`src/rtl/crossbar_route_scheduler_if.sv`:
```
// Handshake and route bus between the crossbar requesters, the collision monitor
// and the datapath; the scheduler drives it through the master modport.
interface crossbar_route_scheduler_if #(
    parameter int N = 8
);
    localparam int ROUTE_BITS = $clog2(N);

    logic [N-1:0]                 in_valid;
    logic [N-1:0][ROUTE_BITS-1:0] in_dest;
    logic [N-1:0]                 in_ready;
    logic [N-1:0][ROUTE_BITS-1:0] route;
    logic [N-1:0]                 output_enable;
    logic                         collision_error;
    logic                         cfg_valid;
    logic                         cfg_ready;
    logic                         busy;
    logic [ROUTE_BITS-1:0]        drop_cnt;

    modport master (
        input  in_valid, in_dest, collision_error, cfg_ready,
        output in_ready, route, output_enable, cfg_valid, busy, drop_cnt
    );

    modport slave (
        output in_valid, in_dest, collision_error, cfg_ready,
        input  in_ready, route, output_enable, cfg_valid, busy, drop_cnt
    );
endinterface

```
`src/rtl/crossbar_route_scheduler.sv`:
```
// Round-robin route scheduler: captures requests, sheds lowest-priority inputs while
// the collision monitor objects, then hands the clean set to the datapath.
module crossbar_route_scheduler #(
    parameter int N = 8
) (
    input logic                      clk,
    input logic                      rst,
    crossbar_route_scheduler_if.master bus
);
    localparam int RB = $clog2(N);
    localparam logic [RB-1:0] DROP_MAX = RB'(N - 1);

    typedef enum logic [1:0] {
        ST_IDLE  = 2'd0,
        ST_EVAL  = 2'd1,
        ST_GRANT = 2'd2
    } state_t;

    state_t                r_state,     w_state_nxt;
    logic [RB-1:0]         r_rr_ptr,    w_rr_ptr_nxt;
    logic [N-1:0][RB-1:0]  r_route,     w_route_nxt;
    logic [N-1:0]          r_oe,        w_oe_nxt;
    logic [N-1:0]          r_in_ready,  w_in_ready_nxt;
    logic                  r_cfg_valid, w_cfg_valid_nxt;
    logic                  r_busy,      w_busy_nxt;
    logic [RB-1:0]         r_drop_cnt,  w_drop_cnt_nxt;
    logic [RB-1:0]         w_low_idx;
    logic [RB-1:0]         w_scan_idx;

    // Last enabled input in priority order starting at rr_ptr is the next one to shed.
    always_comb begin
        w_low_idx  = '0;
        w_scan_idx = '0;
        for (int k = 0; k < N; k++) begin
            w_scan_idx = r_rr_ptr + RB'(k);
            if (r_oe[w_scan_idx]) begin
                w_low_idx = w_scan_idx;
            end else begin
                w_low_idx = w_low_idx;
            end
        end
    end

    // Next-state and next-output logic of the round FSM.
    always_comb begin
        w_state_nxt     = r_state;
        w_rr_ptr_nxt    = r_rr_ptr;
        w_route_nxt     = r_route;
        w_oe_nxt        = r_oe;
        w_in_ready_nxt  = '0;
        w_cfg_valid_nxt = r_cfg_valid;
        w_drop_cnt_nxt  = r_drop_cnt;
        case (r_state)
            ST_IDLE: begin
                if (|bus.in_valid) begin
                    w_route_nxt    = bus.in_dest;
                    w_oe_nxt       = bus.in_valid;
                    w_drop_cnt_nxt = '0;
                    w_state_nxt    = ST_EVAL;
                end else begin
                    w_oe_nxt = '0;
                end
            end
            ST_EVAL: begin
                // An empty set cannot collide, so it is treated as clean.
                if (bus.collision_error && (|r_oe)) begin
                    w_oe_nxt[w_low_idx] = 1'b0;
                    w_drop_cnt_nxt = (r_drop_cnt == DROP_MAX) ? r_drop_cnt
                                                              : r_drop_cnt + RB'(1);
                end else begin
                    w_cfg_valid_nxt = 1'b1;
                    w_state_nxt     = ST_GRANT;
                end
            end
            ST_GRANT: begin
                if (bus.cfg_ready) begin
                    w_in_ready_nxt  = r_oe & bus.in_valid;
                    w_cfg_valid_nxt = 1'b0;
                    w_oe_nxt        = '0;
                    w_rr_ptr_nxt    = r_rr_ptr + RB'(1);
                    w_state_nxt     = ST_IDLE;
                end else begin
                    w_state_nxt = ST_GRANT;
                end
            end
            default: begin
                w_oe_nxt        = '0;
                w_cfg_valid_nxt = 1'b0;
                w_state_nxt     = ST_IDLE;
            end
        endcase
        w_busy_nxt = (w_state_nxt != ST_IDLE);
    end

    // State and output registers.
    always_ff @(posedge clk) begin
        if (rst) begin
            r_state     <= ST_IDLE;
            r_rr_ptr    <= '0;
            r_route     <= '0;
            r_oe        <= '0;
            r_in_ready  <= '0;
            r_cfg_valid <= 1'b0;
            r_busy      <= 1'b0;
            r_drop_cnt  <= '0;
        end else begin
            r_state     <= w_state_nxt;
            r_rr_ptr    <= w_rr_ptr_nxt;
            r_route     <= w_route_nxt;
            r_oe        <= w_oe_nxt;
            r_in_ready  <= w_in_ready_nxt;
            r_cfg_valid <= w_cfg_valid_nxt;
            r_busy      <= w_busy_nxt;
            r_drop_cnt  <= w_drop_cnt_nxt;
        end
    end

    assign bus.route         = r_route;
    assign bus.output_enable = r_oe;
    assign bus.in_ready      = r_in_ready;
    assign bus.cfg_valid     = r_cfg_valid;
    assign bus.busy          = r_busy;
    assign bus.drop_cnt      = r_drop_cnt;
endmodule

```
`src/flat_wrapper.sv`:
```
// flat-port wrapper written by rule: the top's interface ports become plain ports
module crossbar_route_scheduler_flat 
#(
    parameter int N = 8
)
  (clk, rst, bus_in_valid, bus_in_dest, bus_collision_error, bus_cfg_ready, bus_in_ready, bus_route, bus_output_enable, bus_cfg_valid, bus_busy, bus_drop_cnt);
  crossbar_route_scheduler_if #(.N(N)) bus_i ();
  input logic clk;
  input logic rst;
  input wire logic [$bits(bus_i.in_valid)-1:0] bus_in_valid;
  input wire logic [$bits(bus_i.in_dest)-1:0] bus_in_dest;
  input wire logic [$bits(bus_i.collision_error)-1:0] bus_collision_error;
  input wire logic [$bits(bus_i.cfg_ready)-1:0] bus_cfg_ready;
  output wire logic [$bits(bus_i.in_ready)-1:0] bus_in_ready;
  output wire logic [$bits(bus_i.route)-1:0] bus_route;
  output wire logic [$bits(bus_i.output_enable)-1:0] bus_output_enable;
  output wire logic [$bits(bus_i.cfg_valid)-1:0] bus_cfg_valid;
  output wire logic [$bits(bus_i.busy)-1:0] bus_busy;
  output wire logic [$bits(bus_i.drop_cnt)-1:0] bus_drop_cnt;
  assign bus_i.in_valid = bus_in_valid;
  assign bus_i.in_dest = bus_in_dest;
  assign bus_i.collision_error = bus_collision_error;
  assign bus_i.cfg_ready = bus_cfg_ready;
  assign bus_in_ready = bus_i.in_ready;
  assign bus_route = bus_i.route;
  assign bus_output_enable = bus_i.output_enable;
  assign bus_cfg_valid = bus_i.cfg_valid;
  assign bus_busy = bus_i.busy;
  assign bus_drop_cnt = bus_i.drop_cnt;
  crossbar_route_scheduler #(.N(N)) u_core (.clk(clk), .rst(rst), .bus(bus_i));
endmodule
```
`config.mk`:
```
export PLATFORM = sky130hd
export DESIGN_NAME = crossbar_route_scheduler_flat
export DESIGN_NICKNAME = d
export VERILOG_FILES = /design/src/rtl/crossbar_route_scheduler_if.sv /design/src/rtl/crossbar_route_scheduler.sv /design/src/flat_wrapper.sv
export SDC_FILE = /design/constraint.sdc
export NUM_CORES = 1
export LEC_CHECK = 0
export ABC_AREA = 1
export CAP_MARGIN = 10
export CELL_PAD_IN_SITES_DETAIL_PLACEMENT = 0
export CELL_PAD_IN_SITES_GLOBAL_PLACEMENT = 1
export CORE_ASPECT_RATIO = 0.8
export CORE_MARGIN = 2
export CORE_UTILIZATION = 29
export CTS_CLUSTER_SIZE = 16
export DETAILED_ROUTE_END_ITERATION = 7
export PLACE_DENSITY = 0.73
export SLEW_MARGIN = 15
export SYNTH_ARGS = -nofsm -noshare
export SYNTH_HDL_FRONTEND = slang
export SYNTH_SLANG_ARGS = --single-unit
```
`constraint.sdc`:
```
create_clock -name clk -period 2.3 [get_ports clk]
set_input_delay 0.345 -clock clk [delete_from_list [all_inputs] [get_ports clk]]
set_output_delay 0.345 -clock clk [all_outputs]
set_load 0.02 [all_outputs]
```
# After elaboration in Yosys (flattened, before gate mapping)
# Index checks and enable logic that the tools add are counted.
totals:
  regBits: 50
  inputBits: 36
  out_inout_bits: 45
  wordCells: 101
classes:
  n_addsub: 8
  order_cmp: 10
  eq_ne: 8
  mux: 41
  n_bitwise: 6
  reduce_logical: 13
ops:
  columns: ["cell", "count"]
  rows:
  - ["3-bit by 4-bit < comparator with 1-bit output, second input constant", 9]
  - ["3-bit 2-to-1 mux", 11]
  - ["1-bit binary-select mux with 3-bit select", 8]
  - ["8-bit 2-to-1 mux", 3]
  - ["8-bit one-hot mux with 3 select lines", 1]
  - ["8-bit AND", 2]
  - ["8-bit OR reduction", 2]
  - ["3-bit adder, second input constant", 4]
  - ["1-bit 2-to-1 mux", 11]
  - ["8-bit inverter", 1]
  - ["3-bit by 1-bit adder with 3-bit output, second input constant", 2]
  - ["3-bit by 2-bit adder with 3-bit output, second input constant", 2]
  - ["2-bit 2-to-1 mux", 3]
  - ["2-bit != test, second input constant", 3]
  - ["2-bit one-hot mux with 3 select lines", 1]
  - ["3-bit one-hot mux with 2 select lines", 1]
  - ["2-bit AND reduction", 3]
  - ["2-bit by 1-bit != test with 1-bit output, second input constant", 2]
  - ["4-bit AND reduction", 1]
  - ["2-bit nonzero test", 2]
  - ["1-bit demux with 3-bit select", 1]
  - ["3-bit == test, second input constant", 1]
  - ["3-bit by 1-bit greater-or-equal comparator with 1-bit output, second input constant", 1]
  - ["1-bit inverter", 3]
  - ["other kinds (7)", 8]

# Depth between registers and ports, before layout
logic_depth:
  ltp_word: 18
  mapped_depth: 20
  depth_no_buf: 19

# Worst setup path after synthesis
# OpenSTA, ideal clock, no wires.
synth_timing:
  kind: "register to register"
  from: "register u_core.r_rr_ptr[0]"
  to: "register u_core.r_oe[2] (netlist: u_core.bus.output_enable[2])"
  setup_ns: 0.122
  t_arrival_ns: 2.176
  required_time_ns: 2.178
  setup_slack_ns: 0.003
  stages_incl_launch_ff: 19
  n_path_buf: 2
  period_less_slack_ns: 2.297
  cell_sequence: "dfxtp_1 > buf_6 > inv_6 > buf_12 > ha_1 > bufinv_8 > nand3_1 > nand3_2 > nand2_2 > nor2_1 > nand2_1 > nand3_1 > nand2_1 > nand2_1 > nand2_2 > a21oi_2 > nand3_1 > nand2_1 > a21oi_2"
synth_via:
  elab_cells_between_ends: 40
  classes_between: "add/sub: 7; order compare: 2; mux: 28; bitwise: 2; reduce/logical: 1"
synth_lines:
  columns: ["item", "line_no", "source"]
  rows:
  - ["start: declaration", "crossbar_route_scheduler.sv:20", "logic [RB-1:0] r_rr_ptr, w_rr_ptr_nxt;"]
  - ["start signal: assignment", "crossbar_route_scheduler.sv:108", "r_rr_ptr <= w_rr_ptr_nxt;"]
  - ["3-bit adder (*)", "crossbar_route_scheduler.sv:35", "w_scan_idx = r_rr_ptr + RB'(k);"]
  - ["via u_core.w_scan_idx[0]", "crossbar_route_scheduler.sv:28", "logic [RB-1:0] w_scan_idx;"]
  - ["1-bit binary-select mux with 3-bit select", "crossbar_route_scheduler.sv:36", "if (r_oe[w_scan_idx]) begin"]
  - ["1-bit 2-to-1 mux (not written as such)", "crossbar_route_scheduler.sv:36", null]
  - ["3-bit 2-to-1 mux (*)", "crossbar_route_scheduler.sv:36", null]
  - ["3-bit by 4-bit < comparator with 1-bit output (not written as such) / 3-bit by 1-bit greater-or-equal comparator with 1-bit output (equally long branches)", "crossbar_route_scheduler.sv:67", "w_oe_nxt[w_low_idx] = 1'b0;"]
  - ["1-bit logical AND (not written as such)", "crossbar_route_scheduler.sv:67", null]
  - ["1-bit 2-to-1 mux (not written as such)", "crossbar_route_scheduler.sv:67", null]
  - ["1-bit demux with 3-bit select (*)", null, null]
  - ["8-bit inverter (no line) (*)", null, null]
  - ["8-bit AND (no line) (*)", null, null]
  - ["8-bit 2-to-1 mux (*)", "crossbar_route_scheduler.sv:66", "if (bus.collision_error && (|r_oe)) begin"]
  - ["8-bit one-hot mux with 3 select lines (*)", "crossbar_route_scheduler.sv:53", "case (r_state)"]
  - ["end signal: assignment", "crossbar_route_scheduler.sv:110", "r_oe <= w_oe_nxt;"]
  - ["end: declaration", "crossbar_route_scheduler.sv:22", "logic [N-1:0] r_oe, w_oe_nxt;"]
# The timed path passes the listed nets; every way through them passes the cells marked *. The select of a mux whose other input is x is not followed.
# A chain may end at the register's enable or synchronous reset.

# Worst setup path in the final report
layout_timing:
  from: "register u_core.r_rr_ptr[0]"
  to: "register u_core.r_oe[7] (netlist: u_core.bus.output_enable[7])"
layout_via:
  elab_chain_cells: 18
  elab_cells_between_ends: 40
  classes_between: "add/sub: 7; order compare: 2; mux: 28; bitwise: 2; reduce/logical: 1"
layout_lines:
  columns: ["item", "line_no"]
  rows:
  - ["3-bit by 1-bit adder with 3-bit output / 1-bit binary-select mux with 3-bit select (equally long branches)", "crossbar_route_scheduler.sv:35, crossbar_route_scheduler.sv:36"]
  - ["1-bit binary-select mux with 3-bit select / 1-bit 2-to-1 mux (equally long branches)", "crossbar_route_scheduler.sv:36"]
  - ["1-bit 2-to-1 mux (not written as such) / 3-bit 2-to-1 mux (equally long branches)", "crossbar_route_scheduler.sv:36"]
  - ["3-bit 2-to-1 mux (6 in a row)", "crossbar_route_scheduler.sv:36"]
  - ["3-bit 2-to-1 mux (*)", "crossbar_route_scheduler.sv:36"]
  - ["3-bit by 4-bit < comparator with 1-bit output (not written as such) / 3-bit by 1-bit greater-or-equal comparator with 1-bit output (equally long branches)", "crossbar_route_scheduler.sv:67"]
  - ["1-bit logical AND (not written as such)", "crossbar_route_scheduler.sv:67"]
  - ["1-bit 2-to-1 mux (not written as such)", "crossbar_route_scheduler.sv:67"]
  - ["1-bit demux with 3-bit select (*)", null]
  - ["8-bit inverter (no line) (*)", null]
  - ["8-bit AND (no line) (*)", null]
  - ["8-bit 2-to-1 mux (*)", "crossbar_route_scheduler.sv:66"]
  - ["8-bit one-hot mux with 3 select lines (*)", "crossbar_route_scheduler.sv:53"]
# Mark *: on every way between the ends. The rest lies on a longest branch, timed or not. The select of a mux whose other input is x is not followed.

==> reports/summary.txt <==
Cell taking the most area after synthesis -> dfxtp_1
Site row count -> 31
Hold Path Cell Cnt -> 2
Vias in the first global route -> 2529
HPWL after DPL -> 5856 um
CP max FO -> 9
Final setup margin -> 0.1264 ns
DRT iter0 DRCs -> 101
Core area -> 8999 sq um
Largest net degree at the start of global routing -> 25
RR Endpoint -> u_core.bus.output_enable[7]
Worst hold endpoint -> u_core.bus.route[0]
Worst Skew -> 0.005195 ns
Gr ovfl total -> 0
N_diodes -> 0
CP Launch Type -> register
First-pass GRT wire length -> 12790 um
DIE WIDTH -> 111.4 um
Via count -> 2708
Post-synthesis sequential area ratio -> 37.40%
Cell variety after synth -> 30
Die area -> 10020 sq um
Routed wire length -> 7793 um
Net Count, Synth -> 424
Internal power -> 2.009 mW
Status -> completed
Peak supply drop -> 331.0 uV
Number of H-tree levels -> 2
Ys flop type -> dfxtp_1
Power Dens Cells -> 836.3 nW/um^2
Fmax -> 460.1 MHz
Residual DRC -> 0
Combinational Power Share -> 40.1%
Initial Utilization -> 29.74%
FILL cells -> 945
Cells after Synth -> 384
Lkg Pwr -> 1.607 nW
Main area contributors after synthesis -> dfxtp_1, nor2_1, nand2_1
Hold WC Path Type -> register to register
Psw -> 1.204 mW
Fin crit period -> 2.174 ns
Max-cap violations -> 0
Cts hold-fix bufs -> 0
Top-count cell post-synth -> nor2_1
Async SR Flop Fraction -> 0%
Root Buffer -> clkbuf_16
FF-to-FF Start -> u_core.r_rr_ptr[0]
Final hold violations -> 0
CTS tree -> yes
Count of final setup violators -> 0
Antenna violations before repair -> 0
Met3 WL post-DR -> 398 um
GRT Overall Usage -> 15.53%
Met2 WL -> 3410 um
Fin. max-slew vios -> 0
Drt via density -> 4.605
# clock sinks -> 50
Final period util -> 94.50%
Pre-CTS WS -> 0.1037 ns
Pre-antenna DRT Iters -> 4
Net count, final -> 512
Layout cells sized above 1 -> 15.01%
Switching portion of total power -> 37.47%
Reg2Reg Setup Slack -> 0.13 ns
Clock-pin slew on the worst setup and hold paths -> 0.07 ns
Skew-Pair Late Insertion Delay -> 0.29 ns
Area Growth Syn to Fin -> 43.52%
Synthesized flop and latch total -> 50
Flop pwr share -> 33.4%
CP Capture Type -> register
Wirelength per Cell -> 13.25 um
Port Buffers -> 80
CTS max path bufs -> 2
RSZ-0062 raised after global routing -> yes
# IOs -> 81
Area of the multi-input gates -> 1443 sq um
Mean post-synth cell area -> 6.970 sq um
Worst slew margin -> 66.53%
Worst slew pin tran -> 0.4968 ns
Number of synthesized flops with an enable pin -> 0
Top-area cell type share of the netlist area -> 37.40%
Clock Power Share -> 26.5%
M1 WL -> 3910 um
Worst Path Required -> 2.48 ns
Most frequent cells after synthesis -> nor2_1, nand2_1, dfxtp_1, o21ai_0, nand3_1
Yosys warnings -> 0
CP Data Arrival Time -> 2.35 ns
Reg area -> 1002 sq um
CTS Buf Count -> 5
Worst hold path startpoint -> u_core.bus.route[0]
Final core occ -> 42.69%
Die Ht -> 89.93 um
Crit Path Class -> register to register
Overall power -> 3.212 mW
Synth Cell Area -> 2676 sq um
Reg2Reg Depth -> 16
Post-route ant nets -> 0
Uppermost layer routed -> met4
GPL Wtd Cong -> 0.9052
-- power by group through the flow --
| stage | combinational [mW] | sequential, mW | clock (mW) |
|---|---|---|---|
| 2_1_floorplan | 0.725 | 1.18 | 0 |
| 3_3_place_gp | 1.28 | 1.09 | 0 |
| 3_5_place_dp | 1.27 | 1.09 | 0 |
| 4_1_cts | 1.28 | 1.07 | 0.873 |
| 5_1_grt | 1.42 | 1.09 | 0.908 |
| 6_report | 1.29 | 1.07 | 0.851 |
-- critical path: stages, from the launching register on --
cell     delay [ns]
dfxtp_2        0.34
buf_4          0.17
ha_2           0.20
xnor2_2        0.24
inv_1          0.10
nand3_2        0.09
nand2_2        0.07
nor2_1         0.12
nand2_1        0.07
nand3_1        0.06
nand2_1        0.05
nand2_1        0.06
nand2_2        0.06
a21oi_2        0.20
nand3_1        0.10
nand2_1        0.08
a21oi_1        0.06
-- layout make-up --
type | count | area share [%]
multi-input combinational | 283 | 37.56
sequential | 50 | 26.09
timing repair buffer | 94 | 23.91
inverter | 38 | 4.267
tap | 115 | 3.746
clock buffer | 5 | 3.257
clock inverter | 3 | 1.173
-- metrics by stage --
step / cells / area (sq um) / setup TNS [ns] / hold WS (ns)
5_1_grt: 588 / 3841 / -0.06188 / 0.5002
4_1_cts: 586 / 3809 / 0 / 0.4880
2_1_floorplan: 384 / 2676 / 0 / 0.4733
3_3_place_gp: 578 / 3638 / 0 / 0.4627
3_5_place_dp: 578 / 3638 / 0 / 0.4761
6_report: 588 / 3841 / 0 / 0.4851
-- registers in the layout, summed over array words and instances (netlist names) --
signal and count:
u_core.bus.busy 1, u_core.bus.cfg_valid 1, u_core.bus.drop_cnt 3, u_core.bus.in_ready 8, u_core.bus.output_enable 8, u_core.bus.route 24
u_core.r_rr_ptr 3, u_core.r_state 2
-- logic make-up after synthesis --
logic type / after synthesis / share of synthesized area (%)
adders and majority gates: 4 / 1.870
DFF: 50 / 37.40
xor gates and xnor gates: 3 / 1.263
AOI/OAI and AO/OA: 69 / 13.88
buffers and inverters: 51 / 9.303
and+or+nand+nor: 207 / 36.28
-- worst max-delay path by stage --
stage / from / endpoint / slack (ns)
2_1_floorplan: u_core.r_rr_ptr[0] / u_core.bus.output_enable[2] / 0.003
3_3_place_gp: u_core.r_rr_ptr[0] / u_core.bus.output_enable[7] / 0.11
3_5_place_dp: u_core.r_rr_ptr[0] / u_core.bus.output_enable[6] / 0.10
4_1_cts: u_core.r_rr_ptr[0] / u_core.bus.output_enable[6] / 0.09
5_1_grt: u_core.r_rr_ptr[0] / u_core.bus.output_enable[6] / -0.02
6_report: u_core.r_rr_ptr[0] / u_core.bus.output_enable[7] / 0.13
-- routing by layer --
metal	vias up	global-route usage, %
met5	-	0
met4	0	3.086
met3	9	4.046
met2	59	23.27
met1	1221	22.56
li1	1419	-
-- cell usage in the layout, fill, tap and decap left out --
master	instances
clkinv_1	1
a311oi_1	1
bufinv_16	1
inv_1	29
buf_4	13
nand2_4	6
clkbuf_16	5
nand2_2	13
inv_6	1
nor4_1	2
dfxtp_1	49
xor2_1	2
bufinv_8	1
nand4_1	2
nor3_1	2
o21ai_0	38
a21oi_2	7
inv_2	5
inv_4	1
clkinvlp_4	2
nor2_2	1
xnor2_2	1
ha_1	3
dfxtp_2	1
clkdlybuf4s50_1	80
nand3_2	11
ha_2	1
a21oi_1	22
buf_12	1
nand2_1	63
o21ai_1	1
nor2_1	73
nand3_1	34
-- timing repair --
action	CTS	global route
buffers inserted	0	2
resized for setup	0	5
hold endpoints to repair	0	0
setup endpoints to repair	0	8
No activity file was read; power rests on OpenSTA's default activity.
